<file path="src/rtl/sdio_data_xfer_ctrl.sv">
// SDIO block-transfer sequencer: arms the data PHY once per block and moves
// payload through one shared byte FIFO, reporting per-transfer completion status.
module sdio_data_xfer_ctrl #(
  parameter int FIFO_AW        = 9,
  parameter int GAP_CYCLES     = 2,
  parameter int TIMEOUT_CYCLES = 65535
) (
  input  logic       clk,
  input  logic       rst,
  input  logic       i_xfer_start,
  input  logic       i_xfer_write,
  input  logic [9:0] i_block_size,
  input  logic [8:0] i_block_count,
  input  logic       i_xfer_abort,
  output logic       o_xfer_busy,
  output logic       o_xfer_done,
  output logic [1:0] o_xfer_status,
  output logic [8:0] o_blocks_done,
  input  logic       i_fn_stb,
  input  logic [7:0] i_fn_data,
  output logic       o_fn_rdy,
  output logic       o_fn_stb,
  output logic [7:0] o_fn_data,
  input  logic       i_fn_rdy,
  output logic       o_phy_activate,
  output logic       o_phy_write_flag,
  output logic [9:0] o_phy_data_count,
  input  logic       i_phy_wr_stb,
  input  logic [7:0] i_phy_wr_data,
  input  logic       i_phy_rd_req,
  output logic       o_phy_rd_stb,
  output logic [7:0] o_phy_rd_data,
  output logic       o_phy_com_rdy,
  input  logic       i_phy_finished,
  input  logic       i_phy_crc_good
);

  localparam int DEPTH = 1 << FIFO_AW;

  localparam logic [2:0] S_IDLE = 3'd0;
  localparam logic [2:0] S_ARM  = 3'd1;
  localparam logic [2:0] S_XFER = 3'd2;
  localparam logic [2:0] S_CRC  = 3'd3;
  localparam logic [2:0] S_GAP  = 3'd4;
  localparam logic [2:0] S_DONE = 3'd5;

  localparam logic [1:0] ST_OK    = 2'b00;
  localparam logic [1:0] ST_CRC   = 2'b01;
  localparam logic [1:0] ST_TMO   = 2'b10;
  localparam logic [1:0] ST_ABORT = 2'b11;

  logic [2:0]  state_q, state_d;
  logic        wr_q;
  logic [9:0]  size_q;
  logic [8:0]  count_q;
  logic [8:0]  blocks_q, blocks_d;
  logic [9:0]  bcnt_q, bcnt_d;
  logic [15:0] timer_q, timer_d;
  logic [7:0]  gap_q, gap_d;
  logic        act_q, act_d;
  logic        com_q, com_d;
  logic        done_q, done_d;
  logic [1:0]  status_q, status_d;
  logic        rd_stb_q;
  logic [7:0]  rd_data_q;

  logic [7:0]       mem_q [DEPTH];
  logic [FIFO_AW-1:0] wp_q, rp_q;
  logic [FIFO_AW:0]   cnt_q;

  logic        busy, full, empty;
  logic        phy_push, phy_pop, fn_push, fn_pop, push, pop;
  logic [7:0]  push_data;
  logic        byte_evt, abort, start_ok, inv_start, flush, arm_ok;
  logic [15:0] cnt_w, size_w;
  logic [16:0] timer_inc;
  logic        timeout_hit;

  assign busy  = (state_q != S_IDLE);
  assign full  = cnt_q[FIFO_AW];
  assign empty = (cnt_q == '0);

  // Write mode: PHY fills, function drains. Read mode: function fills, PHY drains.
  assign o_fn_rdy  = busy && !wr_q && !full;
  assign o_fn_stb  = wr_q && !empty;
  assign o_fn_data = o_fn_stb ? mem_q[rp_q] : 8'h00;

  assign phy_push  = wr_q && (state_q == S_XFER) && i_phy_wr_stb && !full;
  assign phy_pop   = !wr_q && (state_q == S_XFER) && i_phy_rd_req && !empty;
  assign fn_push   = i_fn_stb && o_fn_rdy;
  assign fn_pop    = o_fn_stb && i_fn_rdy;
  assign push      = phy_push || fn_push;
  assign pop       = phy_pop || fn_pop;
  assign push_data = wr_q ? i_phy_wr_data : i_fn_data;
  assign byte_evt  = phy_push || phy_pop;

  assign cnt_w  = 16'(cnt_q);
  assign size_w = {6'd0, size_q};
  assign arm_ok = wr_q ? ((16'(DEPTH) - cnt_w) >= size_w) : (cnt_w >= size_w);

  assign timer_inc   = {1'b0, timer_q} + 17'd1;
  assign timeout_hit = (timer_inc == 17'(TIMEOUT_CYCLES));

  // DONE is already on its way out, so a late abort there has nothing to stop.
  assign abort = i_xfer_abort && busy && (state_q != S_DONE);
  assign flush = start_ok || abort;

  always_comb begin
    state_d   = state_q;
    act_d     = act_q;
    com_d     = com_q;
    status_d  = status_q;
    blocks_d  = blocks_q;
    bcnt_d    = bcnt_q;
    gap_d     = gap_q;
    timer_d   = '0;
    start_ok  = 1'b0;
    inv_start = 1'b0;
    case (state_q)
      S_IDLE: begin
        if (i_xfer_start) begin
          if (i_block_size == 10'd0) begin
            inv_start = 1'b1;
            status_d  = ST_TMO;
          end else begin
            start_ok = 1'b1;
            status_d = ST_OK;
            blocks_d = '0;
            bcnt_d   = '0;
            state_d  = S_ARM;
          end
        end
      end
      S_ARM: begin
        bcnt_d = '0;
        if (arm_ok) begin
          act_d   = 1'b1;
          com_d   = !wr_q;
          state_d = S_XFER;
        end
      end
      S_XFER: begin
        if (byte_evt) begin
          bcnt_d = bcnt_q + 10'd1;
          if (bcnt_q + 10'd1 == size_q) state_d = S_CRC;
        end else if (timeout_hit) begin
          act_d    = 1'b0;
          com_d    = 1'b0;
          status_d = ST_TMO;
          state_d  = S_DONE;
        end else begin
          timer_d = timer_inc[15:0];
        end
      end
      S_CRC: begin
        if (i_phy_finished) begin
          act_d = 1'b0;
          com_d = 1'b0;
          if (wr_q && !i_phy_crc_good) begin
            status_d = ST_CRC;
            state_d  = S_DONE;
          end else begin
            if (blocks_q != 9'h1FF) blocks_d = blocks_q + 9'd1;
            gap_d   = '0;
            state_d = S_GAP;
          end
        end else if (timeout_hit) begin
          act_d    = 1'b0;
          com_d    = 1'b0;
          status_d = ST_TMO;
          state_d  = S_DONE;
        end else begin
          timer_d = timer_inc[15:0];
        end
      end
      S_GAP: begin
        if (gap_q == 8'(GAP_CYCLES - 1)) begin
          if ((count_q != 9'd0) && (blocks_q == count_q)) begin
            status_d = ST_OK;
            state_d  = S_DONE;
          end else begin
            state_d = S_ARM;
          end
        end else begin
          gap_d = gap_q + 8'd1;
        end
      end
      S_DONE:  state_d = S_IDLE;
      default: state_d = S_IDLE;
    endcase
    if (abort) begin
      act_d    = 1'b0;
      com_d    = 1'b0;
      status_d = ST_ABORT;
      state_d  = S_DONE;
    end
  end

  // DONE lasts exactly one cycle, so registering its entry gives the pulse.
  assign done_d = (state_d == S_DONE) || inv_start;

  always_ff @(posedge clk or negedge rst) begin
    if (!rst) begin
      state_q   <= S_IDLE;
      wr_q      <= 1'b0;
      size_q    <= '0;
      count_q   <= '0;
      blocks_q  <= '0;
      bcnt_q    <= '0;
      timer_q   <= '0;
      gap_q     <= '0;
      act_q     <= 1'b0;
      com_q     <= 1'b0;
      done_q    <= 1'b0;
      status_q  <= ST_OK;
      rd_stb_q  <= 1'b0;
      rd_data_q <= '0;
    end else begin
      state_q  <= state_d;
      blocks_q <= blocks_d;
      bcnt_q   <= bcnt_d;
      timer_q  <= timer_d;
      gap_q    <= gap_d;
      act_q    <= act_d;
      com_q    <= com_d;
      done_q   <= done_d;
      status_q <= status_d;
      rd_stb_q <= phy_pop;
      if (phy_pop) rd_data_q <= mem_q[rp_q];
      if (start_ok) begin
        wr_q    <= i_xfer_write;
        size_q  <= i_block_size;
        count_q <= i_block_count;
      end
    end
  end

  always_ff @(posedge clk or negedge rst) begin
    if (!rst) begin
      wp_q  <= '0;
      rp_q  <= '0;
      cnt_q <= '0;
    end else if (flush) begin
      wp_q  <= '0;
      rp_q  <= '0;
      cnt_q <= '0;
    end else begin
      if (push) wp_q <= wp_q + 1'b1;
      if (pop)  rp_q <= rp_q + 1'b1;
      case ({push, pop})
        2'b10:   cnt_q <= cnt_q + 1'b1;
        2'b01:   cnt_q <= cnt_q - 1'b1;
        default: cnt_q <= cnt_q;
      endcase
    end
  end

  always_ff @(posedge clk) begin
    if (push && !flush) mem_q[wp_q] <= push_data;
  end

  assign o_xfer_busy      = busy;
  assign o_xfer_done      = done_q;
  assign o_xfer_status    = status_q;
  assign o_blocks_done    = blocks_q;
  assign o_phy_activate   = act_q;
  assign o_phy_write_flag = wr_q;
  assign o_phy_data_count = size_q;
  assign o_phy_rd_stb     = rd_stb_q;
  assign o_phy_rd_data    = rd_data_q;
  assign o_phy_com_rdy    = com_q;

endmodule
</file>
<file path="config.mk">
export PLATFORM = sky130hd
export DESIGN_NAME = sdio_data_xfer_ctrl
export DESIGN_NICKNAME = d
export VERILOG_FILES = /design/src/rtl/sdio_data_xfer_ctrl.sv
export SDC_FILE = /design/constraint.sdc
export NUM_CORES = 2
export LEC_CHECK = 0
export CAP_MARGIN = 20
export CORE_ASPECT_RATIO = 0.9
export CORE_MARGIN = 1
export CORE_UTILIZATION = 30
export DETAILED_ROUTE_END_ITERATION = 7
export PLACE_DENSITY = 0.42
export SLEW_MARGIN = 20
export SYNTH_ARGS = -nofsm -noshare
export SYNTH_HDL_FRONTEND = slang
export SYNTH_SLANG_ARGS = --single-unit
</file>
<file path="constraint.sdc">
create_clock -name clk -period 6.2 [get_ports clk]
set_input_delay 1.24 -clock clk [delete_from_list [all_inputs] [get_ports clk]]
set_output_delay 1.24 -clock clk [all_outputs]
set_load 0.03 [all_outputs]
</file>
# [After elaboration in Yosys (flattened, before gate mapping)]
# Memories as Yosys holds them, arrays and structs flattened.
# Cells that the tools add are included.
[totals] input_bits=46 memories=1 ff_bits=108 output_inout_bits=45 ram_bits=4096 wordCells=168
[op_classes] n_reduce_logical=44 eq_ne=26 add_sub_neg=9 order_cmp=2 n_mux=69
[mem_list] memory="mem_q" words=512 width=8 rd=1 rd_clocked_by_memory_dff=0 wr=1 line_no="67" source="logic [7:0] mem_q [DEPTH];"
[ops] operator="$mux W9" count=9
[ops] operator="$mux W16" count=3
[ops] operator="$mux W10" count=4
[ops] operator="$mux W8" count=5
[ops] operator="$pmux W16 S2" count=1
[ops] operator="$mux W3" count=10
[ops] operator="$pmux W10 S3" count=1
[ops] operator="$add A9 B1 Y9 const B" count=3
[ops] operator="$add A10 B1 Y10 const B" count=2
[ops] operator="$logic_not A10 Y1" count=2
[ops] operator="$mux W1" count=20
[ops] operator="$pmux W10 S2" count=1
[ops] operator="$mux W2" count=9
[ops] operator="$ne A3 B3 Y1 const B" count=6
[ops] operator="$pmux W9 S2" count=1
[ops] operator="$add A16 B1 Y17 const B" count=1
[ops] operator="$eq A17 B16 Y1 const B" count=1
[ops] operator="$ge A16 B10 Y1" count=1
[ops] operator="$logic_and A1 B1 Y1" count=16
[ops] operator="$pmux W8 S2" count=1
[ops] operator="$pmux W3 S5" count=1
[ops] operator="$ne A2 B2 Y1 const B" count=7
[ops] operator="$reduce_and A6 Y1" count=2
[ops] operator="$sub A10 B10 Y11 const A" count=1
[ops] operator="other kinds (25)" count=42

# [Longest topological paths before layout]
[depth] word_depth=10 depth_mapped=16 ltp_nobuf=16

# [Worst setup path before layout]
# OpenSTA, ideal clock, no wires.
[synth_timing] kind="input to register" from="input i_phy_wr_data[0]" to="memory mem_q[0][0], data pin" slack_ps=502 setup_ps=912 arrival_time_ps=4786 cell_stages=1 required_time_ps=5288 n_path_buf=0 path_cell_list="mux2_2"
[synth_via] elab_chain_cells=1
[synth_lines] element="start, declared" line_no="29" source="input logic [7:0] i_phy_wr_data,"
[synth_lines] element="$mux W8" line_no="94" source="assign push_data = wr_q ? i_phy_wr_data : i_fn_data;"
[synth_lines] element="end, declared" line_no="67"
# Every way passes these cells.

# [Worst setup path after layout]
[layout_timing] from="register rp_q[0]" to="output o_fn_data[0]"
[layout_via] elab_chain_cells=2
[layout_lines] element="start, declared" line_no="68" source="logic [FIFO_AW-1:0] wp_q, rp_q;"
[layout_lines] element="start signal, assigned" line_no="249" source="if (pop) rp_q <= rp_q + 1'b1;"
[layout_lines] element="$mem_v2 Z512 W8"
[layout_lines] element="$mux W8" line_no="86" source="assign o_fn_data = o_fn_stb ? mem_q[rp_q] : 8'h00;"
[layout_lines] element="end, declared" line_no="23" source="output logic [7:0] o_fn_data,"
# Every way passes these cells.

==> flow_summary.yaml <==
critical_path:
  ff2ff_path_depth: 11
  startpoint: "rp_q[0]$_DFFE_PN0P_"
  cpPeakStageDelay_ns: 0.83
  r2r-end: "mem_q[488][7]$_DFFE_PP_"
  cpMostUsedCell: "buf_16"
  timing.rr.start: "o_phy_write_flag$_DFFE_PN0P_"
  start_kind: "flip-flop"
  crit_family: "compound AO/OA/AOI/OAI gates"
  r2r_setup_slack_ns: 1.20
  cp-endpoint: "o_fn_data[0]"
  cp_num_buf_inv: 8
  required_ns: 4.96
  endpoint_kind: "output port"
  cp.arrival_ns: 5.20
  crit_path_top_delay_cell: "o41ai_4"
  path_class: "reg -> out"
  crit_fanout: 7
  crit_chain: "buf_12 -> buf_16 -> buf_16 -> buf_16 -> buf_12 -> mux4_2 -> a22oi_2 -> a21oi_4 -> a211oi_4 -> buf_6 -> a211oi_4 -> o41ai_4 -> buf_4 -> nor2_2 -> buf_6"
  crit_cells: 15
clock_tree:
  hold_buffers: 0
  cts_buffers: 453
  htreeDepth: 5
  cts_root_buf: "clkbuf_16"
  clk_pin_slew_ns: 0.06
  tritoncts: "built"
  cts_buffer_depth: 4
  clock-sinks: 4204
  insertion_delay_ns: 1.03
final_layout:
  fin_area_sq_um: 198000
  multiInputGateArea_sq_um: 38300
  mostFrequentLayoutCell: "edfxtp_1"
  n_fill_cell: 50100
  syn_to_final_growth_pct: 20.3
  final_cell_mix: "edfxtp_1 (4096), mux4_2 (917), buf_4 (802), nor2_1 (649), clkbuf_16 (462)"
  drive_above_1_share: 0.300
  regArea_sq_um: 126000
  nets: 9195
worst_hold_path:
  min_path_type: "in -> async"
power_and_ir_drop:
  pwr-share-seq: 0.430
  peakVddDrop_mv: 0.413
  intPower_w: 0.0559
  netSwitchingPower_w: 0.0231
  power.total_w: 0.0790
  combPwrFrac: 0.234
  clock_power_share: 0.336
  leakagePower_nw: 61.9
  switching_share: 0.293
  power_density_nw_per_um2: 398
floorplan:
  core_sq_um: 546000
  start_util: 0.302
  io_pins: 91
  rows: 257
  die_area_sq_um: 552000
  die_x_um: 783
  die_y_um: 705
place:
  place_congestion: 0.813
  port_buffers: 90
  postPlaceCellArea_sq_um: 180000
  dp_hpwl_mm: 346
synth:
  avgSynthCellArea_sq_um: 20.4
  synth-edff-count: 4096
  synth-seq-area-share: 0.763
  ys_warn_count: 0
  synth_cell_types: 85
  syn_area_sq_um: 165000
  synthArstFlopShare: 0.0257
  syn_inst: 8074
  ys_ff_latch: 4204
  synthFlopType: "edfxtp_1"
  syn_nets: 8161
timing:
  fin_skew_ns: 0.0598
  timing.final.crit_share: 1.04
  tightestPinTransition_ns: 1.20
  period_needed_ns: 6.44
  slew_violations: 0
  max_freq_mhz: 155
  finalHoldViolCount: 0
  rsz0062_at_grt: "yes"
  setup_viol: 7
  relSlewSlack: 0.199
  postLayoutSetupSlackWorst_ns: -0.242
detailed_routing:
  drtPass1Iterations: 6
  drt.antenna.violating_nets: 0
  routed_via_density: 5.23
  routed_wl_mm: 558
  wl_per_cell_um: 33.3
  drc_errors: 0
  vias: 87600
  drt-initial-drc-count: 9237
job:
  drv_cap: 0
global_routing:
  grt_pass1_vias: 89000
  antenna_found_initial: 26
  grt_use_total: 0.197
  grt_overflow: 0
  grt_pass1_wl_mm: 761
  grt_max_degree: 171
status:
  violations: "negative setup slack"
  status: "finished, violations left"
==> cells in the mapped netlist, types with 14 or more instances <==
| master | n | share of area |
|---|---|---|
| o22ai_1 | 67 | 0.0025 |
| ha_1 | 40 | 0.0030 |
| buf_2 | 126 | 0.0038 |
| buf_4 | 46 | 0.0021 |
| mux2i_1 | 330 | 0.020 |
| dfrtp_1 | 108 | 0.016 |
| nor2b_1 | 20 | 0.00076 |
| a22oi_1 | 214 | 0.0097 |
| mux4_2 | 917 | 0.13 |
| mux2_2 | 36 | 0.0025 |
| clkbuf_1 | 225 | 0.0051 |
| a21oi_1 | 139 | 0.0042 |
| a211oi_1 | 42 | 0.0019 |
| a31oi_1 | 22 | 0.00083 |
| and2_1 | 16 | 0.00061 |
| o221ai_1 | 39 | 0.0021 |
| nor4_1 | 14 | 0.00053 |
| buf_1 | 21 | 0.00048 |
| nand2_1 | 174 | 0.0040 |
| o211ai_1 | 18 | 0.00082 |
| inv_1 | 30 | 0.00068 |
| buf_6 | 67 | 0.0046 |
| nor2_1 | 660 | 0.015 |
| edfxtp_1 | 4096 | 0.75 |
| xor2_1 | 29 | 0.0015 |
| a22o_1 | 57 | 0.0030 |
| nand3_1 | 77 | 0.0023 |
| a221oi_1 | 65 | 0.0035 |
| o21ai_0 | 93 | 0.0028 |
| nor3_1 | 45 | 0.0014 |
| xnor2_1 | 51 | 0.0027 |
==> worst min path at each step <==
stage / cells after the start / to / slack [ns]
after floorplan: 1 / bcnt_q[9]$_DFFE_PN0P_ / 0.47
after global placement: 2 / o_phy_rd_data[4]$_DFFE_PN0P_ / 0.47
after detailed placement: 2 / o_phy_rd_data[6]$_DFFE_PN0P_ / 0.49
after CTS: 1 / bcnt_q[9]$_DFFE_PN0P_ / 0.21
after global routing: 1 / bcnt_q[9]$_DFFE_PN0P_ / 0.28
final: 1 / bcnt_q[9]$_DFFE_PN0P_ / 0.26
==> metal layers <==
| layer | global-route usage | vias up | part of all wire |
|---|---|---|---|
| li1 | - | 35600 | - |
| met1 | 0.285 | 48200 | 0.45 |
| met2 | 0.311 | 3043 | 0.46 |
| met3 | 0.0296 | 723 | 0.061 |
| met4 | 0.0532 | 0 | 0.030 |
| met5 | 0 | - | 0 |
==> stage by stage <==
step	cells	setup WS [ns]	util	hold slack [ns]	TNS, ns
detailed placement	15800	-0.550	0.330	0.492	-1.71
floorplan	8074	0.502	-	0.471	0
global route	16700	-0.382	0.364	0.277	-1.51
global placement	15800	-0.797	0.330	0.469	-2.76
CTS	16700	-0.236	0.362	0.207	-1.10
finish	16800	-0.242	0.364	0.261	-0.764
==> flip-flops by register name (all words and copies together), names as in the netlist, 2 cells and up <==
register	cells
o_xfer_status	2
mem_q	4096
o_phy_rd_data	8
o_phy_data_count	10
bcnt_q	10
timer_q	16
cnt_q	10
rp_q	9
wp_q	9
state_q	3
gap_q	8
count_q	9
o_blocks_done	9
==> what timing repair did <==
item	in CTS	in global routing
setup endpoints to repair	8	8
resized for setup	332	65
cloned	20	5
buffers inserted	94	35
pin swaps	48	34
==> kinds of logic (layout without fill, tap and decap cells) <==
logic type                 Yosys count  after routing  share of synthesized area
DFF                               4204           4204                      0.763
muxes                             1283           1283                      0.148
and+or+nand+nor                   1088           1088                     0.0281
AOI/OAI and AO/OA                  854            854                     0.0366
buffers and inverters              524           1942                     0.0176
xor gates and xnor gates            80             80                    0.00425
adders and majority gates           41             41                    0.00316
other                                0             10                          0
==> power by group through the flow <==
stage	logic [W]	registers (W)	clock network, W
after floorplan	0.00981	0.0351	0
after global placement	0.0170	0.0346	0
final	0.0185	0.0340	0.0266
after detailed placement	0.0172	0.0346	0
after CTS	0.0185	0.0339	0.0272
after global routing	0.0194	0.0340	0.0281
==> cell type report <==
| cell class | count | area share |
|---|---|---|
| diodes | 10 | 0.000126 |
| multi-input cells | 3346 | 0.193 |
| flip-flops and latches | 4204 | 0.634 |
| clock inverters | 262 | 0.0124 |
| repair buffers | 1072 | 0.0540 |
| well taps | 7252 | 0.0457 |
| inverters | 31 | 0.000694 |
| clock buffers | 577 | 0.0602 |
Note: power is estimated with default switching activity, not from simulation.
